### config.mk
export PLATFORM = sky130hd
export DESIGN_NAME = result_byte_tx
export DESIGN_NICKNAME = d
export VERILOG_FILES = /design/src/rtl/cpu_pkg.sv /design/src/rtl/result_byte_shifter.sv /design/src/rtl/result_byte_tx.sv
export SDC_FILE = /design/constraint.sdc
export NUM_CORES = 1
export LEC_CHECK = 0
export ABC_AREA = 1
export CAP_MARGIN = 20
export CORE_MARGIN = 2
export CORE_UTILIZATION = 35
export CTS_CLUSTER_SIZE = 12
export DETAILED_ROUTE_END_ITERATION = 12
export GPL_TIMING_DRIVEN = 0
export SYNTH_ARGS = -nofsm -noshare
export SYNTH_HDL_FRONTEND = slang
export SYNTH_SLANG_ARGS = --single-unit
### constraint.sdc
create_clock -name clk -period 2.2 [get_ports clk]
set_input_delay 0.22 -clock clk [delete_from_list [all_inputs] [get_ports clk]]
set_output_delay 0.22 -clock clk [all_outputs]
set_load 0.02 [all_outputs]
### src/rtl/cpu_pkg.sv
// Shared definitions for the result byte transmitter: FSM states,
// byte width, and helpers for the derived word geometry.
package cpu_pkg;

    localparam int BYTE_W = 8;

    typedef enum logic {
        IDLE = 1'b0,
        SEND = 1'b1
    } tx_state_e;

    // Number of bytes in a word of the given width.
    function automatic int nbytes_of(input int datawidth);
        return datawidth / BYTE_W;
    endfunction

    // Byte index width; a one-byte word still keeps a 1-bit index.
    function automatic int idxw_of(input int nbytes);
        return (nbytes > 1) ? $clog2(nbytes) : 1;
    endfunction

endpackage

### src/rtl/result_byte_shifter.sv
// Word shift register that presents one byte at a time, LSB first, and
// tracks which byte of the word is currently on the output.
module result_byte_shifter
    import cpu_pkg::*;
#(
    parameter int DATAWIDTH = 32
) (
    input  logic                 clk,
    input  logic                 rst,
    input  logic                 load,
    input  logic                 advance,
    input  logic                 clear,
    input  logic [DATAWIDTH-1:0] load_data,
    output logic [BYTE_W-1:0]    byte_out,
    output logic                 first_flag,
    output logic                 last_flag
);

    localparam int NBYTES = nbytes_of(DATAWIDTH);
    localparam int IDXW   = idxw_of(NBYTES);
    localparam logic [IDXW-1:0] LAST_IDX = IDXW'(NBYTES - 1);

    logic [DATAWIDTH-1:0] shift_q, shift_d;
    logic [IDXW-1:0]      idx_q, idx_d;

    // Next shifter contents: clear wins, then a fresh load, then a byte step.
    always_comb begin
        shift_d = shift_q;
        idx_d   = idx_q;
        if (clear) begin
            shift_d = '0;
            idx_d   = '0;
        end else if (load) begin
            shift_d = load_data;
            idx_d   = '0;
        end else if (advance) begin
            shift_d = shift_q >> BYTE_W;
            idx_d   = (idx_q == LAST_IDX) ? '0 : idx_q + IDXW'(1);
        end
    end

    // Shifter and byte index registers.
    always_ff @(posedge clk or negedge rst) begin
        if (!rst) begin
            shift_q <= '0;
            idx_q   <= '0;
        end else begin
            shift_q <= shift_d;
            idx_q   <= idx_d;
        end
    end

    assign byte_out   = shift_q[BYTE_W-1:0];
    assign first_flag = (idx_q == '0);
    assign last_flag  = (idx_q == LAST_IDX);

endmodule

### src/rtl/result_byte_tx.sv
// Serialises result words onto a byte bus, LSB first, with frame markers.
// One word drains from the shifter while a second can wait in the pending
// slot, so a new word hands over on the cycle after the last byte.
//
//   state | meaning
//   ------+-----------------------------------------------------------
//   IDLE  | nothing in the shifter, byteValid low
//   SEND  | shifter holds a word, byteValid high until its last byte
module result_byte_tx
    import cpu_pkg::*;
#(
    parameter int DATAWIDTH = 32
) (
    input  logic                 clk,
    input  logic                 rst,
    input  logic [DATAWIDTH-1:0] wordIn,
    input  logic                 wordValid,
    output logic                 wordReady,
    output logic [BYTE_W-1:0]    byteOut,
    output logic                 byteValid,
    input  logic                 byteReady,
    output logic                 firstByte,
    output logic                 lastByte,
    output logic                 busy
);

    tx_state_e            state_q, state_d;
    logic [DATAWIDTH-1:0] pend_q, pend_d;
    logic                 pend_full_q, pend_full_d;

    logic                 sh_load, sh_advance, sh_clear;
    logic [DATAWIDTH-1:0] sh_data;
    logic [BYTE_W-1:0]    sh_byte;
    logic                 sh_first, sh_last;

    logic accept, xfer, end_of_word;

    assign accept      = wordValid && wordReady;
    assign xfer        = (state_q == SEND) && byteReady;
    assign end_of_word = xfer && sh_last;

    // Next-state, pending-slot and shifter control decisions.
    always_comb begin
        state_d     = state_q;
        pend_d      = pend_q;
        pend_full_d = pend_full_q;
        sh_load     = 1'b0;
        sh_advance  = 1'b0;
        sh_clear    = 1'b0;
        sh_data     = wordIn;
        case (state_q)
            IDLE: begin
                if (accept) begin
                    sh_load = 1'b1;
                    state_d = SEND;
                end
            end
            SEND: begin
                if (end_of_word) begin
                    // A pending word always has priority; wordReady is low
                    // while it is held, so no new accept can collide here.
                    if (pend_full_q) begin
                        sh_load     = 1'b1;
                        sh_data     = pend_q;
                        pend_full_d = 1'b0;
                    end else if (accept) begin
                        sh_load = 1'b1;
                    end else begin
                        sh_clear = 1'b1;
                        state_d  = IDLE;
                    end
                end else begin
                    sh_advance = xfer;
                    if (accept) begin
                        pend_d      = wordIn;
                        pend_full_d = 1'b1;
                    end
                end
            end
            default: state_d = IDLE;
        endcase
    end

    // FSM state and pending slot registers.
    always_ff @(posedge clk or negedge rst) begin
        if (!rst) begin
            state_q     <= IDLE;
            pend_q      <= '0;
            pend_full_q <= 1'b0;
        end else begin
            state_q     <= state_d;
            pend_q      <= pend_d;
            pend_full_q <= pend_full_d;
        end
    end

    result_byte_shifter #(
        .DATAWIDTH(DATAWIDTH)
    ) u_shifter (
        .clk       (clk),
        .rst       (rst),
        .load      (sh_load),
        .advance   (sh_advance),
        .clear     (sh_clear),
        .load_data (sh_data),
        .byte_out  (sh_byte),
        .first_flag(sh_first),
        .last_flag (sh_last)
    );

    // Outputs depend on registered state only; flags are masked in IDLE.
    assign wordReady = !pend_full_q;
    assign byteValid = (state_q == SEND);
    assign byteOut   = byteValid ? sh_byte : '0;
    assign firstByte = byteValid && sh_first;
    assign lastByte  = byteValid && sh_last;
    assign busy      = byteValid || pend_full_q;

endmodule

# [Word level (Yosys, flattened, before mapping)]
# Index checks and enable logic that the tools add are counted.
[op_classes] n_addsub=1 n_eq_ne=1 n_mux=25 bitwise_logic=2 n_reduce_logical=12
[op_table] op="two-way mux 32 bit" n=6
[op_table] op="two-way mux 1 bit" n=12
[op_table] op="two-way mux 2 bit" n=4
[op_table] op="two-way mux 8 bit" n=1
[op_table] op="logical AND 1 bit" n=5
[op_table] op="one-hot mux 1 bit (2 select lines)" n=2
[op_table] op="AND reduction 3 bit" n=1
[op_table] op="nonzero test 3 bit" n=1
[op_table] op="adder 2 x 1 -> 2 bit (second input constant)" n=1
[op_table] op="== test 2 bit (second input constant)" n=1
[op_table] op="logical NOT 2 bit" n=1
[op_table] op="inverter 1 bit" n=2
[op_table] op="AND reduction 2 bit" n=1
[op_table] op="nonzero test 2 bit" n=1
[op_table] op="logical NOT 1 bit" n=1
[op_table] op="logical OR 1 bit" n=1
[word_totals] ff_bits=68 in_bits=36 out_inout_bits=13 elab_cells=46

# [Longest topological paths before layout]
[depth] word_depth=8 ltp_mapped=12 depth_no_buf=8

# [By module]
# A second synthesis with hierarchy kept.
[hier_totals] cells_unflattened=521 area_unflattened_um2=3692.3
[by_module_without_submodules] mod="result_byte_tx" n_inst=1 cells_each=281 area_each_um2=1894.3 seq_area_each_um2=850.8
[by_module_without_submodules] mod="result_byte_shifter" n_inst=1 cells_each=240 area_each_um2=1798.0 seq_area_each_um2=850.8

# [Worst setup path before layout]
# OpenSTA, ideal clock, no wires.
[synth_timing] kind="reg-to-reg" from="reg u_shifter.idx_q[0]" to="reg u_shifter.shift_q[0]" setup_ps=117 arrival_time_ps=1480 t_required_ps=2083 slack_ps=603 path_stages_with_launch=9 n_path_buf=1 synth_period_minus_slack_ps=1597 cell_sequence="dfrtp_1 ha_1 nand3_4 nand2_1 nand2_2 clkbuf_1 nand2_1 nand3_1 nand2_1"
[synth_via] elab_chain_cells=6 elab_cells_between_ends=13 classes_between="eq/ne (1); mux (10); reduce/logical (2)"
[synth_lines] element="from (decl)" line_no="result_byte_shifter.sv:24" text="logic [IDXW-1:0] idx_q, idx_d;"
[synth_lines] element="from (signal assigned)" line_no="result_byte_shifter.sv:49" text="idx_q <= idx_d;"
[synth_lines] element="== test 2 bit *" line_no="result_byte_shifter.sv:55" text="assign last_flag = (idx_q == LAST_IDX);"
[synth_lines] element="logical AND 1 bit *" line_no="result_byte_tx.sv:40" text="assign end_of_word = xfer && sh_last;"
[synth_lines] element="two-way mux 1 bit / two-way mux 32 bit (equally long branches)" line_no="result_byte_tx.sv:59" text="if (end_of_word) begin"
[synth_lines] element="one-hot mux 1 bit (2 select lines) / two-way mux 32 bit (equally long branches)" line_no="result_byte_tx.sv:51" text="case (state_q)"
[synth_lines] element="two-way mux 32 bit" line_no="result_byte_shifter.sv:33" text="end else if (load) begin"
[synth_lines] element="two-way mux 32 bit" line_no="result_byte_shifter.sv:30" text="if (clear) begin"
[synth_lines] element="to (signal assigned)" line_no="result_byte_shifter.sv:48" text="shift_q <= shift_d;"
[synth_lines] element="to (decl)" line_no="result_byte_shifter.sv:23" text="logic [DATAWIDTH-1:0] shift_q, shift_d;"
# Mark *: on every way between the ends. The rest lies on a longest branch, timed or not.
# A chain may end at the register's enable or synchronous reset.

# [Worst setup path in the final report]
[layout_timing] from="reg pend_full_q" to="out wordReady"
[layout_via] elab_chain_cells=1
[layout_lines] element="from (decl)" line_no="result_byte_tx.sv:29" text="logic pend_full_q, pend_full_d;"
[layout_lines] element="from (signal assigned)" line_no="result_byte_tx.sv:93" text="pend_full_q <= pend_full_d;"
[layout_lines] element="logical NOT 1 bit" line_no="result_byte_tx.sv:112" text="assign wordReady = !pend_full_q;"
[layout_lines] element="to (decl)" line_no="result_byte_tx.sv:18" text="output logic wordReady,"
# Every way passes these cells.

==> summary.md <==
| Metric | Value |
|---|---|
| Fin. Hold Viols | `0` |
| Most numerous cell on the critical path | `buf_6` |
| Synth Area in Compound Gates | `6.24%` |
| Crit path from | `pend_full_q` |
| WHS | `0.00759 ns` |
| Cell Area, Synth | `4010 sq um` |
| Ports | `49` |
| Vias in the first global route | `3,682` |
| Max-cap violations | `0` |
| Hold Path Class | `in -> async` |
| CTS tree | `yes` |
| Ratio of total power to cell area | `1190 nW/um^2` |
| Period utilization | `96.5%` |
| Synth Area in Simple Gates | `36.1%` |
| Cts hold-fix bufs | `0` |
| Nets@finish | `713` |
| Placed Area | `4670 sq um` |
| Buffers on Ports | `48` |
| Relative max-transition margin | `41.6%` |
| Vias per cell | `4.47` |
| Status | `complete, no violations` |
| DR vias | `3,667` |
| Commonest non-fill, non-tap cells in the layout | `nand2_1, inv_1, dfrtp_1` |
| Worst-path clk slew | `0.05 ns` |
| Core area | `11,300 sq um` |
| P&R area growth vs syn | `23.0%` |
| DRT Pass-1 Iters | `4` |
| Most common cell after layout, fill and taps aside | `nand2_1` |
| Crit start category | `flop` |
| Min Tclk post-route | `2.12 ns` |
| Yosys Warn Count | `0` |
| Post-Synth Adder-Cell Area | `0.936%` |
| First-pass GRT wire length | `17,100 um` |
| Die Y-Extent | `111 um` |
| CTS buffer count | `9` |
| Syn nets | `655` |
| Main combinational cell family by area after synthesis | `simple AND/OR/NAND/NOR gates` |
| R2R cell count | `8` |
| CP Max Fanout | `10` |
| Worst Path Buf+Inv | `5` |
| Pins Over Slew Limit | `0` |
| Synthesized flop and latch total | `68` |
| Worst slew pin tran | `0.876 ns` |
| CP max stage delay | `0.64 ns` |
| Total die area | `12,300 sq um` |
| Worst-Skew Late Latency | `0.33 ns` |
| Max VDD drop | `545 uV` |
| Mean Syn Cell Area | `6.51 sq um` |
| Chip width | `111 um` |
| DP HPWL | `7080 um` |
| Final Instance Area | `4930 sq um` |
| Setup Buffers After CTS | `0` |
| Resized Gates After CTS | `0` |
| Antenna violations before repair | `0` |
| Largest net degree at the start of global routing | `69` |
| Gate count of the mapped netlist | `616` |
| FMAX | `0.471 GHz` |
| Worst Setup End Kind | `primary output` |
| Netlist cell types | `24` |
| Initial core utilization | `35.4%` |
| Slowest CP cell | `clkdlybuf4s50_1` |
| Post-route DRC | `0` |
| H-Tree Depth | `3` |
| DR iter-0 viols | `200` |
| Sink Count | `68` |
| Final setup viols | `0` |
| Mux cell area share after synthesis | `0%` |
| Critical Path, Cell by Cell | `buf_6 -> inv_2 -> buf_6 -> buf_2 -> clkdlybuf4s50_1` |
| Reg2Reg Launch Point | `u_shifter.idx_q[0]` |
| Global Route Usage Sum | `17.0%` |
| Crit-path leading delay family | `buffers and inverters` |
| Total wire length | `9840 um` |
| N_diodes | `0` |
| Clock buffer depth | `2` |
| Fill count | `1,217` |
| GRT overflow | `0` |
| Drt wl/cell | `12.0 um` |
| RSZ-0062 raised after global routing | `false` |
| Worst r2r dst | `u_shifter.shift_q[5]` |
| Crit path arrival time | `1.90 ns` |
| Fin Clk Skew | `0.00501 ns` |
| Gpl congestion | `0.793` |
| Layout cells sized above 1 | `6.34%` |
| Register area share after synthesis | `42.4%` |
| WS Path Type | `reg -> out` |
| R2R setup slack | `0.25 ns` |
| Root Buffer | `clkbuf_16` |
| XOR/XNOR Fraction of Synth Area | `0%` |
| Routed Antenna Nets | `0` |
| Leak Pwr | `2.81 nW` |
| Critical Path RT | `1.98 ns` |
| FP Rows | `39` |
[per-stage QoR]
| stage | power (mW) | setup TNS, ns | setup WS (ns) | instances | util [%] |
|---|---|---|---|---|---|
| 6_report | 5.89 | 0 | 0.0781 | 821 | 43.6 |
| 3_3_place_gp | 4.53 | -104.42 | -1.54 | 807 | 41.3 |
| 5_1_grt | 6.47 | 0 | 0.0343 | 821 | 43.6 |
| 4_1_cts | 5.95 | 0 | 0.0810 | 821 | 43.6 |
| 2_1_floorplan | 3.84 | 0 | 0.603 | 616 | - |
| 3_5_place_dp | 4.60 | 0 | 0.0886 | 807 | 41.2 |
[registers in the layout, indices dropped and copies added (netlist names)]
signal / flops
pend_full_q: 1
u_shifter.idx_q: 2
pend_q: 32
u_shifter.shift_q: 32
byteValid: 1
[synth_stat cells]
library cell  count  area, sq um
nand2_1         315         1180
inv_1           105          394
dfrtp_1          68         1700
o21ai_0          41          205
nand3_1          33          165
clkbuf_1         11         41.3
buf_2             8         40.0
nor2_1            8         30.0
buf_6             7         78.8
ha_1              3         37.5
inv_2             2         7.51
nand2_2           2         12.5
nor2_2            2         12.5
a21boi_2          1         11.3
a21oi_1           1         5.00
a21oi_4           1         16.3
buf_1             1         3.75
buf_4             1         7.51
nand2_4           1         11.3
nand3_4           1         17.5
nor2_4            1         11.3
o211ai_1          1         7.51
o21ai_1           1         5.00
or2_2             1         6.26
[how the worst max path moves through the flow]
| stage | end | slack [ns] | cells after the start |
|---|---|---|---|
| 6_report | wordReady | 0.08 | 5 |
| 5_1_grt | wordReady | 0.03 | 5 |
| 2_1_floorplan | u_shifter.shift_q[0] | 0.60 | 8 |
| 4_1_cts | wordReady | 0.08 | 5 |
| 3_5_place_dp | pend_q[30] | 0.09 | 5 |
| 3_3_place_gp | pend_q[29] | -1.54 | 1 |
[logic make-up after synthesis]
group / count (synthesis)
fa+ha+maj: 3
simple gates: 364
flops: 68
buf+inv: 135
compound gates: 46
[routing by layer]
metal  vias to the layer above  wire length, um  GRT usage (%)
met2                        71             4710           29.7
met5                         -                0              0
met3                        10              353           3.34
met1                      1654             4640           21.3
li1                       1932                -              -
met4                         0              131           5.51
[report_power, final]
group | switching, mW | internal (mW)
Combinational | 1.53 | 1.01
Clock | 0.529 | 0.785
Sequential | 0.273 | 1.77
Total | 2.33 | 3.56
[worst register-to-register path: stages (launching register included)]
cell and delay [ns]:
dfrtp_1 0.41, ha_1 0.31, nand3_4 0.18, nand2_1 0.10
nand2_2 0.20, clkbuf_1 0.39, nand2_1 0.11, nand3_1 0.11
nand2_1 0.05
[final cells by class]
cell class                      instances  area [sq um]  share of cell area, %
Inverter                              107           402                   8.14
Timing Repair Buffer                   48           478                   9.69
Clock buffer                           11           243                   4.92
Clock inverter                          4          26.3                  0.533
Sequential cell                        68          1700                   34.5
Multi-Input combinational cell        413          1740                   35.2
Buffer                                 27           168                   3.40
Tap cell                              143           179                   3.63
Note: power is estimated with default switching activity, not from simulation.
